[src/rtl/mips_pkg.sv]
// Shared definitions for the MIPS pipeline slice: MEM-stage FSM states and
// common field widths.
package mips_pkg;

  localparam int REG_ADDR_W = 5;
  localparam int WORD_W     = 32;

  typedef enum logic {
    MEM_IDLE,
    MEM_ACCESS
  } memState_t;

endpackage

[src/rtl/mem_wb_register.sv]
// MEM/WB pipeline register bank. Each edge it either loads a new entry or
// inserts a bubble (valid and regWrite cleared; data fields hold).
// Optional macro MEM_ALIGN_CHECK_EN adds the registered misalign flag.
module mem_wb_register
  import mips_pkg::*;
#(
  parameter int DATA_W = 32
) (
  input  logic                  clk,
  input  logic                  rst_n,
  input  logic                  loadEn,
  input  logic                  validIn,
  input  logic                  regWriteIn,
  input  logic                  memToRegIn,
  input  logic [DATA_W-1:0]     readDataIn,
  input  logic [WORD_W-1:0]     aluResultIn,
  input  logic [REG_ADDR_W-1:0] writeRegIn,
`ifdef MEM_ALIGN_CHECK_EN
  input  logic                  misalignIn,
  output logic                  misalign,
`endif
  output logic                  wbValid,
  output logic                  wbRegWrite,
  output logic                  wbMemToReg,
  output logic [DATA_W-1:0]     wbReadData,
  output logic [WORD_W-1:0]     wbALUResult,
  output logic [REG_ADDR_W-1:0] wbWriteReg
);

  // Load a new MEM/WB entry or insert a bubble.
  always_ff @(posedge clk or negedge rst_n) begin
    if (!rst_n) begin
      wbValid     <= 1'b0;
      wbRegWrite  <= 1'b0;
      wbMemToReg  <= 1'b0;
      wbReadData  <= '0;
      wbALUResult <= '0;
      wbWriteReg  <= '0;
`ifdef MEM_ALIGN_CHECK_EN
      misalign    <= 1'b0;
`endif
    end else if (loadEn) begin
      wbValid     <= validIn;
      wbRegWrite  <= regWriteIn;
      wbMemToReg  <= memToRegIn;
      wbReadData  <= readDataIn;
      wbALUResult <= aluResultIn;
      wbWriteReg  <= writeRegIn;
`ifdef MEM_ALIGN_CHECK_EN
      misalign    <= misalignIn;
`endif
    end else begin
      wbValid     <= 1'b0;
      wbRegWrite  <= 1'b0;
`ifdef MEM_ALIGN_CHECK_EN
      misalign    <= 1'b0;
`endif
    end
  end

endmodule

[src/rtl/mem_access_stage.sv]
// MEM stage: issues loads/stores over a req/ack handshake, stalls the front
// of the pipeline while an access is outstanding, resolves PCSrc and feeds
// the MEM/WB register. Optional macro MEM_ALIGN_CHECK_EN rejects word
// accesses with ALUResultIn[1:0] != 0 and reports them on misalign.
module mem_access_stage
  import mips_pkg::*;
#(
  parameter int ADDR_W = 32,
  parameter int DATA_W = 32
) (
  input  logic                  clk,
  input  logic                  rst_n,
  input  logic                  hitIn,
  input  logic [WORD_W-1:0]     branchTargetIn,
  input  logic                  zeroFlagIn,
  input  logic [WORD_W-1:0]     ALUResultIn,
  input  logic [DATA_W-1:0]     readData2In,
  input  logic [REG_ADDR_W-1:0] writeRegIn,
  input  logic                  MemReadIn,
  input  logic                  MemWriteIn,
  input  logic                  BranchIn,
  input  logic                  RegWriteIn,
  input  logic                  MemToRegIn,
  output logic                  memReq,
  output logic                  memWe,
  output logic [ADDR_W-1:0]     memAddr,
  output logic [DATA_W-1:0]     memWData,
  input  logic [DATA_W-1:0]     memRData,
  input  logic                  memAck,
  output logic                  stall,
  output logic                  PCSrc,
  output logic [WORD_W-1:0]     branchTargetOut,
`ifdef MEM_ALIGN_CHECK_EN
  output logic                  misalign,
`endif
  output logic                  wbValid,
  output logic                  wbRegWrite,
  output logic                  wbMemToReg,
  output logic [DATA_W-1:0]     wbReadData,
  output logic [WORD_W-1:0]     wbALUResult,
  output logic [REG_ADDR_W-1:0] wbWriteReg
);

  memState_t         state;
  logic              memOp;
  logic              misaligned;
  logic              issueOp;
  logic              wbLoad;
  logic              wbValidNext;
  logic              wbRegWriteNext;
  logic [DATA_W-1:0] wbReadDataNext;

  assign memOp = hitIn & (MemReadIn | MemWriteIn);

`ifdef MEM_ALIGN_CHECK_EN
  assign misaligned = memOp & (ALUResultIn[1:0] != 2'b00);
`else
  assign misaligned = 1'b0;
`endif

  assign issueOp = memOp & ~misaligned;

  assign PCSrc           = hitIn & BranchIn & zeroFlagIn;
  assign branchTargetOut = branchTargetIn;

  // Stall and MEM/WB next-entry selection for the current state.
  always_comb begin
    stall          = 1'b0;
    wbLoad         = 1'b0;
    wbValidNext    = hitIn;
    wbRegWriteNext = hitIn & RegWriteIn & ~misaligned;
    wbReadDataNext = '0;
    case (state)
      MEM_IDLE: begin
        stall  = issueOp;
        wbLoad = ~issueOp;
      end
      MEM_ACCESS: begin
        stall  = ~memAck;
        wbLoad = memAck;
        if (!memWe) wbReadDataNext = memRData;
      end
      default: begin
        stall  = 1'b0;
        wbLoad = 1'b0;
      end
    endcase
  end

  // Request FSM: latch the access in IDLE, hold it until memAck.
  always_ff @(posedge clk or negedge rst_n) begin
    if (!rst_n) begin
      state    <= MEM_IDLE;
      memReq   <= 1'b0;
      memWe    <= 1'b0;
      memAddr  <= '0;
      memWData <= '0;
    end else begin
      case (state)
        MEM_IDLE: begin
          if (issueOp) begin
            state    <= MEM_ACCESS;
            memReq   <= 1'b1;
            memWe    <= MemWriteIn;
            memAddr  <= ALUResultIn[ADDR_W-1:0];
            memWData <= readData2In;
          end
        end
        MEM_ACCESS: begin
          if (memAck) begin
            state  <= MEM_IDLE;
            memReq <= 1'b0;
          end
        end
        default: begin
          state  <= MEM_IDLE;
          memReq <= 1'b0;
        end
      endcase
    end
  end

  mem_wb_register #(
    .DATA_W (DATA_W)
  ) uWb (
    .clk         (clk),
    .rst_n       (rst_n),
    .loadEn      (wbLoad),
    .validIn     (wbValidNext),
    .regWriteIn  (wbRegWriteNext),
    .memToRegIn  (MemToRegIn),
    .readDataIn  (wbReadDataNext),
    .aluResultIn (ALUResultIn),
    .writeRegIn  (writeRegIn),
`ifdef MEM_ALIGN_CHECK_EN
    .misalignIn  (misaligned),
    .misalign    (misalign),
`endif
    .wbValid     (wbValid),
    .wbRegWrite  (wbRegWrite),
    .wbMemToReg  (wbMemToReg),
    .wbReadData  (wbReadData),
    .wbALUResult (wbALUResult),
    .wbWriteReg  (wbWriteReg)
  );

endmodule

[config.mk]
export PLATFORM = sky130hd
export DESIGN_NAME = mem_access_stage
export DESIGN_NICKNAME = d
export VERILOG_FILES = /design/src/rtl/mips_pkg.sv /design/src/rtl/mem_wb_register.sv /design/src/rtl/mem_access_stage.sv
export SDC_FILE = /design/constraint.sdc
export NUM_CORES = 1
export LEC_CHECK = 0
export BUFFER_PORTS_ARGS = -buffer_cell sky130_fd_sc_hd__clkbuf_2
export CORE_ASPECT_RATIO = 1.2
export CORE_UTILIZATION = 35
export CTS_CLUSTER_SIZE = 24
export DETAILED_ROUTE_END_ITERATION = 10
export GPL_TIMING_DRIVEN = 0
export HOLD_SLACK_MARGIN = 0.08
export PLACE_DENSITY_LB_ADDON = 0.08
export SLEW_MARGIN = 5
export SYNTH_ARGS = -nofsm -noshare
export SYNTH_HDL_FRONTEND = slang
export SYNTH_SLANG_ARGS = --single-unit
[constraint.sdc]
create_clock -name clk -period 2.4 [get_ports clk]
set_input_delay 0.12 -clock clk [delete_from_list [all_inputs] [get_ports clk]]
set_output_delay 0.12 -clock clk [all_outputs]
set_load 0.1 [all_outputs]
==> summary.md, run 1 <==
| Metric | Value |
|---|---|
| Setup slack of the worst register-to-register path | 0.40 ns |
| Arrival time of the worst setup path | 2.18 ns |
| Num rows | 49 |
| Critical path required time | 2.28 ns |
| Total clock sinks | 139 |
| DP Worst Slack | 0.5172 ns |
| Clock Root Buffer | sky130_fd_sc_hd__clkbuf_16 |
| Number of instances in the synthesized netlist | 336 |
| Total of buffers placed on input and output ports | ~280 |
| Slew HR | 0.6218 |
| Max VDD drop | 0.0006973 V |
| Switching power of the nets | 0.004968 W |
| Sequential share of the synthesized area | 0.6462 |
| Cell accounting for the most synthesized area | sky130_fd_sc_hd__dfrtp_1 |
| Top post-synthesis cells by area | sky130_fd_sc_hd__dfrtp_1, sky130_fd_sc_hd__mux2_2, sky130_fd_sc_hd__a22o_1 |
| Router iterations before antenna repair | 4 |
| DRC violation count after routing | 0 |
| Async set-or-reset flop fraction in the synthesized netlist | 1.000 |
| Most repeated cell in the gate-level netlist after synthesis | sky130_fd_sc_hd__dfrtp_1 |
| Area of all placed cells without fillers | around 0.009 mm² |
| Category of the worst setup path capture point | output pin |
| Pins Over Slew Limit | 0 |
| Ranking of synthesized cells by instance count | sky130_fd_sc_hd__dfrtp_1, sky130_fd_sc_hd__mux2_2, sky130_fd_sc_hd__a22o_1, sky130_fd_sc_hd__buf_4, sky130_fd_sc_hd__buf_6 |
| Post-layout nets | 890 |
| Setup-violating endpoint count in the final report | 0 |
| Placer's final routability congestion estimate | 0.7067 |
| Clock group share of total power | 0.276 |
| Clock-pin slew of the registers on the worst-case setup and hold paths | 0.06 ns |
| Total chip power | roughly 0.010 W |
| Via count | 4,235 |
| Number of cells in the design after placement | 823 |
| Routed length per instance | roughly 14 µm |
| Crit path launch type | flop |
| Worst Path Max Fanout | 11 |
| Final cycle utilization of the critical path | 0.9579 |
| Internal power consumption | 0.005483 W |
| Net switching share of the total power | 0.4754 |
| Multi-input combinational cell area | 0.001513 mm² |
| Yosys warns | 0 |
| Share of cells above drive strength 1 | 0.6158 |
| Number of cells on the worst reg-to-reg path | 4 |
| Maximum operating frequency | 435.0 MHz |
| Initial cell density of the core | 0.3584 |
| Kind of path behind the tightest hold check | input port to asynchronous set/reset pin |
| Flops & latches, synth | 139 |
| Area of the die | roughly 0.016 mm² |
| Congestion Overflow GR | 0 |
| Library cells used by synthesis | 15 |
| Detailed-placement wirelength estimate | 9.527 mm |
| Maxcap violations | 0 |
| TritonCTS clock tree | done |
| H-tree Lvls | 4 |
| Total track usage | 0.1758 |
| Ratio of routed vias to standard cells | ~4.4 |
| Antenna violations before repair | 0 |
| Area taken by flip-flops and latches | around 0.0035 mm² |
| Min setup slack post-route | 0.1011 ns |
| Result of the run | completed |
| Capture point of the worst reg-to-reg path | uWb.wbRegWrite |
| CTS max path bufs | 2 |
| Filler instances | 1,238 |
| Cell area reported after detailed placement | approximately 0.0071 mm² |
| Global-route wire length before repair | between 20 and 25 mm |
| Slew of the pin with the lowest slew margin | 0.5697 ns |
| Maximum number of pins on one net before global-route repair | ~110 |
| Start point of the critical path | state |
| Unrepaired setup endpoints after global routing | no |
| Worst setup skew after layout | about 0.007 ns |
| Total CTS buffers | 17 |
| Sequential fraction of design power | 0.283 |
| Mean cell area of the mapped netlist | 16.02 µm² |
| Count of boundary I/O pins | about 320 |
| Number of cells in the finished layout apart from fillers | 964 |
| Routed WL | 13.75 mm |
| Number of synthesized flops with an enable pin | 0 |
| Leakage dissipation | approximately 4.5 nW |
| Floorplan Core Area | between 0.015 and 0.02 mm² |
| Power share of the combinational group | 0.442 |
| Top flip-flop cell by instance count after synthesis | sky130_fd_sc_hd__dfrtp_1 |
| DIE WIDTH | 115.2 µm |
| Final hold violations | 0 |
| Startpoint of the lowest-slack register-to-register path | state |
| Synthesized area | 0.005383 mm² |
| Layout overhead on the synthesized area | 64.13% |
| Count of nets left with antenna violations after detail routing | 0 |
| Number of nets produced by synthesis | 479 |
| Start-to-end type of the worst setup path | flop to output pin |
| Worst-skew pair later-pin latency | 0.41 ns |
| Shortest clock period the worst path allows after layout | ~2.3 ns |
| Number of antenna repair diodes | 0 |
| End of the critical path | stall |
| Fraction of post-synthesis cell area in the top cell type by area | 0.6462 |
| Vias in the first global route | about 4,300 |
| Die height | between 100 and 150 µm |
| Drt initial violations | 121 |
| Power per cell area | 1183 mW/mm² |
-- critical path, cell delays in order (launching register included) --
cell and delay [ns]:
sky130_fd_sc_hd__dfrtp_1 0.44, sky130_fd_sc_hd__mux2i_4 0.51, sky130_fd_sc_hd__buf_2 0.32, sky130_fd_sc_hd__clkbuf_2 0.49
-- layout by cell type (no fill, tap or decap) --
cell,instances
sky130_fd_sc_hd__buf_2,7
sky130_fd_sc_hd__buf_16,1
sky130_fd_sc_hd__bufinv_16,5
sky130_fd_sc_hd__mux2i_4,1
sky130_fd_sc_hd__nand2_1,2
sky130_fd_sc_hd__clkbuf_2,281
sky130_fd_sc_hd__nor2_1,3
sky130_fd_sc_hd__clkinvlp_4,2
sky130_fd_sc_hd__clkbuf_16,17
sky130_fd_sc_hd__nor3_1,1
sky130_fd_sc_hd__dfrtp_1,139
sky130_fd_sc_hd__clkinv_4,4
sky130_fd_sc_hd__buf_6,9
sky130_fd_sc_hd__nor2b_1,1
sky130_fd_sc_hd__o21ai_2,1
sky130_fd_sc_hd__clkinv_2,2
sky130_fd_sc_hd__buf_4,33
sky130_fd_sc_hd__and3_1,1
sky130_fd_sc_hd__clkbuf_8,2
sky130_fd_sc_hd__a22o_1,33
sky130_fd_sc_hd__dlygate4sd3_1,109
sky130_fd_sc_hd__inv_6,1
sky130_fd_sc_hd__inv_1,2
sky130_fd_sc_hd__mux2_2,102
sky130_fd_sc_hd__a21o_1,1
-- final cells by class --
type / instances / area share
clock buffer: 18 / 0.04971
inverter: 2 / 0.0008497
multi-input combinational: 146 / 0.1712
sequential: 139 / 0.3937
buffer: 49 / 0.04348
tap: 204 / 0.02889
timing repair buffer: 392 / 0.2874
clock inverter: 14 / 0.02478
-- worst min path at each step --
| stage | startpoint | endpoint | slack, ns |
|---|---|---|---|
| floorplan | rst_n | memAddr[0] | -0.18 |
| global placement | RegWriteIn | uWb.wbRegWrite | 0.33 |
| detailed placement | rst_n | memWData[16] | 0.05 |
| CTS | rst_n | memWData[16] | 0.16 |
| global route | rst_n | memWData[16] | 0.18 |
| finish | rst_n | memWData[16] | 0.17 |
-- power by group through the flow --
stage          logic [W]  clock network, W  registers, W
2_1_floorplan   0.000787                 0       0.00593
3_3_place_gp     0.00447                 0       0.00297
3_5_place_dp     0.00450                 0       0.00299
4_1_cts          0.00465           0.00296       0.00295
5_1_grt          0.00476           0.00306       0.00301
6_report         0.00462           0.00288       0.00295
-- per-layer routing --
layer / share of wire / up-vias / track usage
li1: - / 1994 / -
met3: 0.073 / 19 / 0.05507
met2: 0.53 / 170 / 0.3072
met4: 0.016 / 0 / 0.07648
met5: 0 / - / 0
met1: 0.38 / 2052 / 0.1968
-- per-stage QoR --
step	hold WS [ns]	util	TNS, ns
after global routing	0.1771	0.5882	0
after detailed placement	0.04606	0.4717	0
final	0.1670	0.5882	0
after floorplan	-0.1756	-	0
after CTS	0.1643	0.5882	0
after global placement	0.3305	0.4693	-145.02
-- registers in the layout (all words and copies together) (netlist names) --
register	count
memAddr	32
memReq	1
memWData	32
memWe	1
state	1
uWb.wbALUResult	32
uWb.wbMemToReg	1
uWb.wbReadData	32
uWb.wbRegWrite	1
uWb.wbValid	1
uWb.wbWriteReg	5
-- kinds of logic (layout without fill, tap and decap cells) --
kind of cell	Yosys count	count (layout)	share of synthesized area
AOI/OAI and AO/OA	35	35	0.05672
buffers and inverters	51	475	0.07276
DFF	139	139	0.6462
muxes	103	103	0.2176
and+or+nand+nor	8	8	0.006742
-- timing repair --
action	CTS	global route
setup buffers	0	0
gates resized for setup	0	0
hold endpoints to repair	277	0
endpoints found under the setup margin	0	0
hold buffers	109	0
(Power assumes the default switching activity.)
==> inputs of run 2 (changes only) <==
CELL_PAD_IN_SITES_DETAIL_PLACEMENT = 1   (was default)
CELL_PAD_IN_SITES_GLOBAL_PLACEMENT = 1   (was default)
==> run 2 against run 1 <==
Clock skew shrank 0.0014 ns. Power decreased by 3.2%. Critical path type unchanged. Largest cell class unchanged. First-iteration DRC count rose by 14%. Global-route usage up 2.7 points. Core utilization decreased by 0.61 points. Via count increased by 2.8%. Combinational power hardly changed. Critical endpoint unchanged. Highest routed layer unchanged. Register-to-register slack got worse by 0.06 ns. Sequential power about the same. Sequential share of layout area is 0.41 points higher.
==> summary.md, run 2 (synthesized netlist as in run 1, its figures left out) <==
| Metric | Value |
|---|---|
| Clock Root Buffer | sky130_fd_sc_hd__clkbuf_16 |
| Crit path cell chain | mux2i_4, buf_2, clkbuf_4 |
| Worst setup skew after layout | 0.005686 ns (-0.001389 ns) |
| Antenna violations before repair | 0 (unchanged) |
| Slew of the pin with the lowest slew margin | 0.5883 ns (+0.01864 ns) |
| Slew HR | 0.6078 (-0.01404) |
| Count of boundary I/O pins | 315 (unchanged) |
| Pins Over Slew Limit | 0 (unchanged) |
| Detailed-placement wirelength estimate | 10.32 mm (+8.3%) |
| Floorplan Core Area | 0.01502 mm² (unchanged) |
| Area of the die | 0.01588 mm² (unchanged) |
| Global-route wire length before repair | 23.94 mm (+13%) |
| H-tree Lvls | 4 (unchanged) |
| Shortest clock period the worst path allows after layout | 2.224 ns (-0.07499 ns) |
| CTS max path bufs | 2 (unchanged) |
| Placer's final routability congestion estimate | 0.7004 (-0.89%) |
| Start-to-end type of the worst setup path | flop to output pin |
| Slowest cell delay on critical path | 0.54 ns (+0.03 ns) |
| Routed WL | 15.79 mm (+15%) |
| Post-layout nets | 890 (unchanged) |
| Critical path required time | 2.28 ns (about the same) |
| DIE WIDTH | 115.2 µm (unchanged) |
| Number of antenna repair diodes | 0 (unchanged) |
| Num rows | 49 (unchanged) |
| Setup-violating endpoint count in the final report | 0 (unchanged) |
| Hold slack | 0.1658 ns (-0.001216 ns) |
| Arrival time of the worst setup path | 2.10 ns (-0.08 ns) |
| Highest-count cells in the layout ignoring fill and taps | sky130_fd_sc_hd__clkbuf_2, sky130_fd_sc_hd__dfrtp_1, sky130_fd_sc_hd__dlygate4sd3_1, sky130_fd_sc_hd__mux2_2 |
| Share of cells above drive strength 1 | 0.6092 (-0.006579) |
| Drt initial violations | 138 (+14%) |
| Power per cell area | 1157 mW/mm² (-2.2%) |
| Routed length per instance | 16.38 µm (+15%) |
| Most frequent standard cell in the layout excluding fill and tap cells | sky130_fd_sc_hd__clkbuf_2 |
| Count of nets left with antenna violations after detail routing | 0 (unchanged) |
| Max VDD drop | 0.0005149 V (-26%) |
| Result of the run | completed |
| Clock-pin slew of the registers on the worst-case setup and hold paths | 0.05 ns (about the same) |
| Maxcap violations | 0 (unchanged) |
| Final hold violations | 0 (unchanged) |
| CP max stage cell | sky130_fd_sc_hd__mux2i_4 |
| DRC violation count after routing | 0 (unchanged) |
| Total CTS buffers | 17 (unchanged) |
| Combined buffer and inverter count along the critical path | 2 (unchanged) |
| Leakage dissipation | 4.419 nW (-0.86%) |
| Total clock sinks | 139 (unchanged) |
| Worst-skew pair later-pin latency | 0.42 ns (about the same) |
| Filler instances | 1,557 (+26%) |
| Vias in the first global route | 4,758 (+10%) |
| Worst Path Max Fanout | 11 (unchanged) |
| Die height | 137.9 µm (unchanged) |
| Crit path launch type | flop |
| Cell family with the largest share of critical-path delay | buffers and inverters |
| Maximum operating frequency | 449.7 MHz (+3.4%) |
| Category of the worst setup path capture point | output pin |
| Via count | 4,354 (+2.8%) |
| Total of buffers placed on input and output ports | 282 (unchanged) |
| Initial cell density of the core | 0.3584 (unchanged) |
| Total chip power | 0.01012 W (-3.2%) |
| Multi-input combinational cell area | 0.001513 mm² (unchanged) |
| TritonCTS clock tree | done |
| Unrepaired setup endpoints after global routing | no |
| Layout overhead on the synthesized area | 62.44% |
| Kind of path behind the tightest hold check | input port to asynchronous set/reset pin |
| Maximum number of pins on one net before global-route repair | 113 (+5.6%) |
| Congestion Overflow GR | 0 (unchanged) |
| Area taken by flip-flops and latches | 0.003478 mm² (unchanged) |
| Router iterations before antenna repair | 4 (unchanged) |
| Ratio of routed vias to standard cells | 4.517 (+2.8%) |
| Total track usage | 0.2032 (+0.02738) |
| Final cycle utilization of the critical path | 0.9266 (-0.03125) |
run 2: cell types whose count changed in the layout (fill, tap and decap cells not counted):
cell	before	now
sky130_fd_sc_hd__clkinv_4	4	0
sky130_fd_sc_hd__bufinv_16	5	2
sky130_fd_sc_hd__clkinvlp_4	2	1
sky130_fd_sc_hd__clkbuf_8	2	3
sky130_fd_sc_hd__clkbuf_1	0	5
sky130_fd_sc_hd__clkbuf_2	281	280
sky130_fd_sc_hd__clkbuf_4	0	1
sky130_fd_sc_hd__clkinv_2	2	5
sky130_fd_sc_hd__inv_6	1	0
run 2: layout make-up:
type | instances | area share
clock buffer | 24 | 0.05395
clock inverter | 8 | 0.01059
inverter | 2 | 0.0008586
multi-input combinational | 146 | 0.1730
tap | 204 | 0.02919
timing repair buffer | 392 | 0.2906
buffer | 49 | 0.04393
sequential | 139 | 0.3978
run 2: routing by layer:
metal,part of all wire,GRT usage
met2,0.56,0.3815
met1,0.35,0.2021
met4,0.012,0.07359
met3,0.077,0.07692
met5,0,0
run 2: path summary, 6_finish.rpt:
| kind | startpoint | end | slack (ns) | depth (start not counted) |
|---|---|---|---|---|
| max | state | stall | 0.18 | 3 |
| min | rst_n | memWData[14] | 0.17 | 2 |
| max reg2reg | state | uWb.wbRegWrite | 0.34 | 4 |
| min reg2reg | memReq | memReq | 0.49 | 1 |
| max in group asynchronous | rst_n | memAddr[31] | 1.39 | 3 |
| min in group clk | MemReadIn | uWb.wbWriteReg[4] | 0.42 | 4 |
run 2: what timing repair did:
action	CTS	global route
gates resized for setup	1	0
hold endpoints to repair	277	0
buffers inserted	0	0
hold buffers	109	0
setup endpoints to repair	1	0
run 2: worst reg2reg max path: stages, from the launching register on:
cell                            delay (ns)
sky130_fd_sc_hd__dfrtp_1              0.45
sky130_fd_sc_hd__mux2i_4              0.54
sky130_fd_sc_hd__buf_2                0.33
sky130_fd_sc_hd__nor3_1               0.07
sky130_fd_sc_hd__dlygate4sd3_1        0.55
run 2: where the power goes:
part           total (W)  internal, W  switching [W]  leakage (nW)
sequential       0.00297      0.00275       0.000218          1.69
clock            0.00251      0.00157       0.000932         0.278
combinational    0.00465     0.000862        0.00379          2.45
total             0.0101      0.00518        0.00494          4.42
run 2: through the flow:
| step | worst slack, ns | std cells | TNS [ns] | utilization | area [µm²] |
|---|---|---|---|---|---|
| 2_1_floorplan | 0.7299 | 336 | 0 | - | 5383 |
| 3_3_place_gp | -1.020 | 822 | -140.40 | 0.4693 | 7049 |
| 3_5_place_dp | 0.4592 | 823 | 0 | 0.4717 | 7086 |
| 4_1_cts | 0.1186 | 964 | 0 | 0.5821 | 8743 |
| 5_1_grt | 0.007247 | 964 | 0 | 0.5821 | 8743 |
| 6_report | 0.1761 | 964 | 0 | 0.5821 | 8743 |
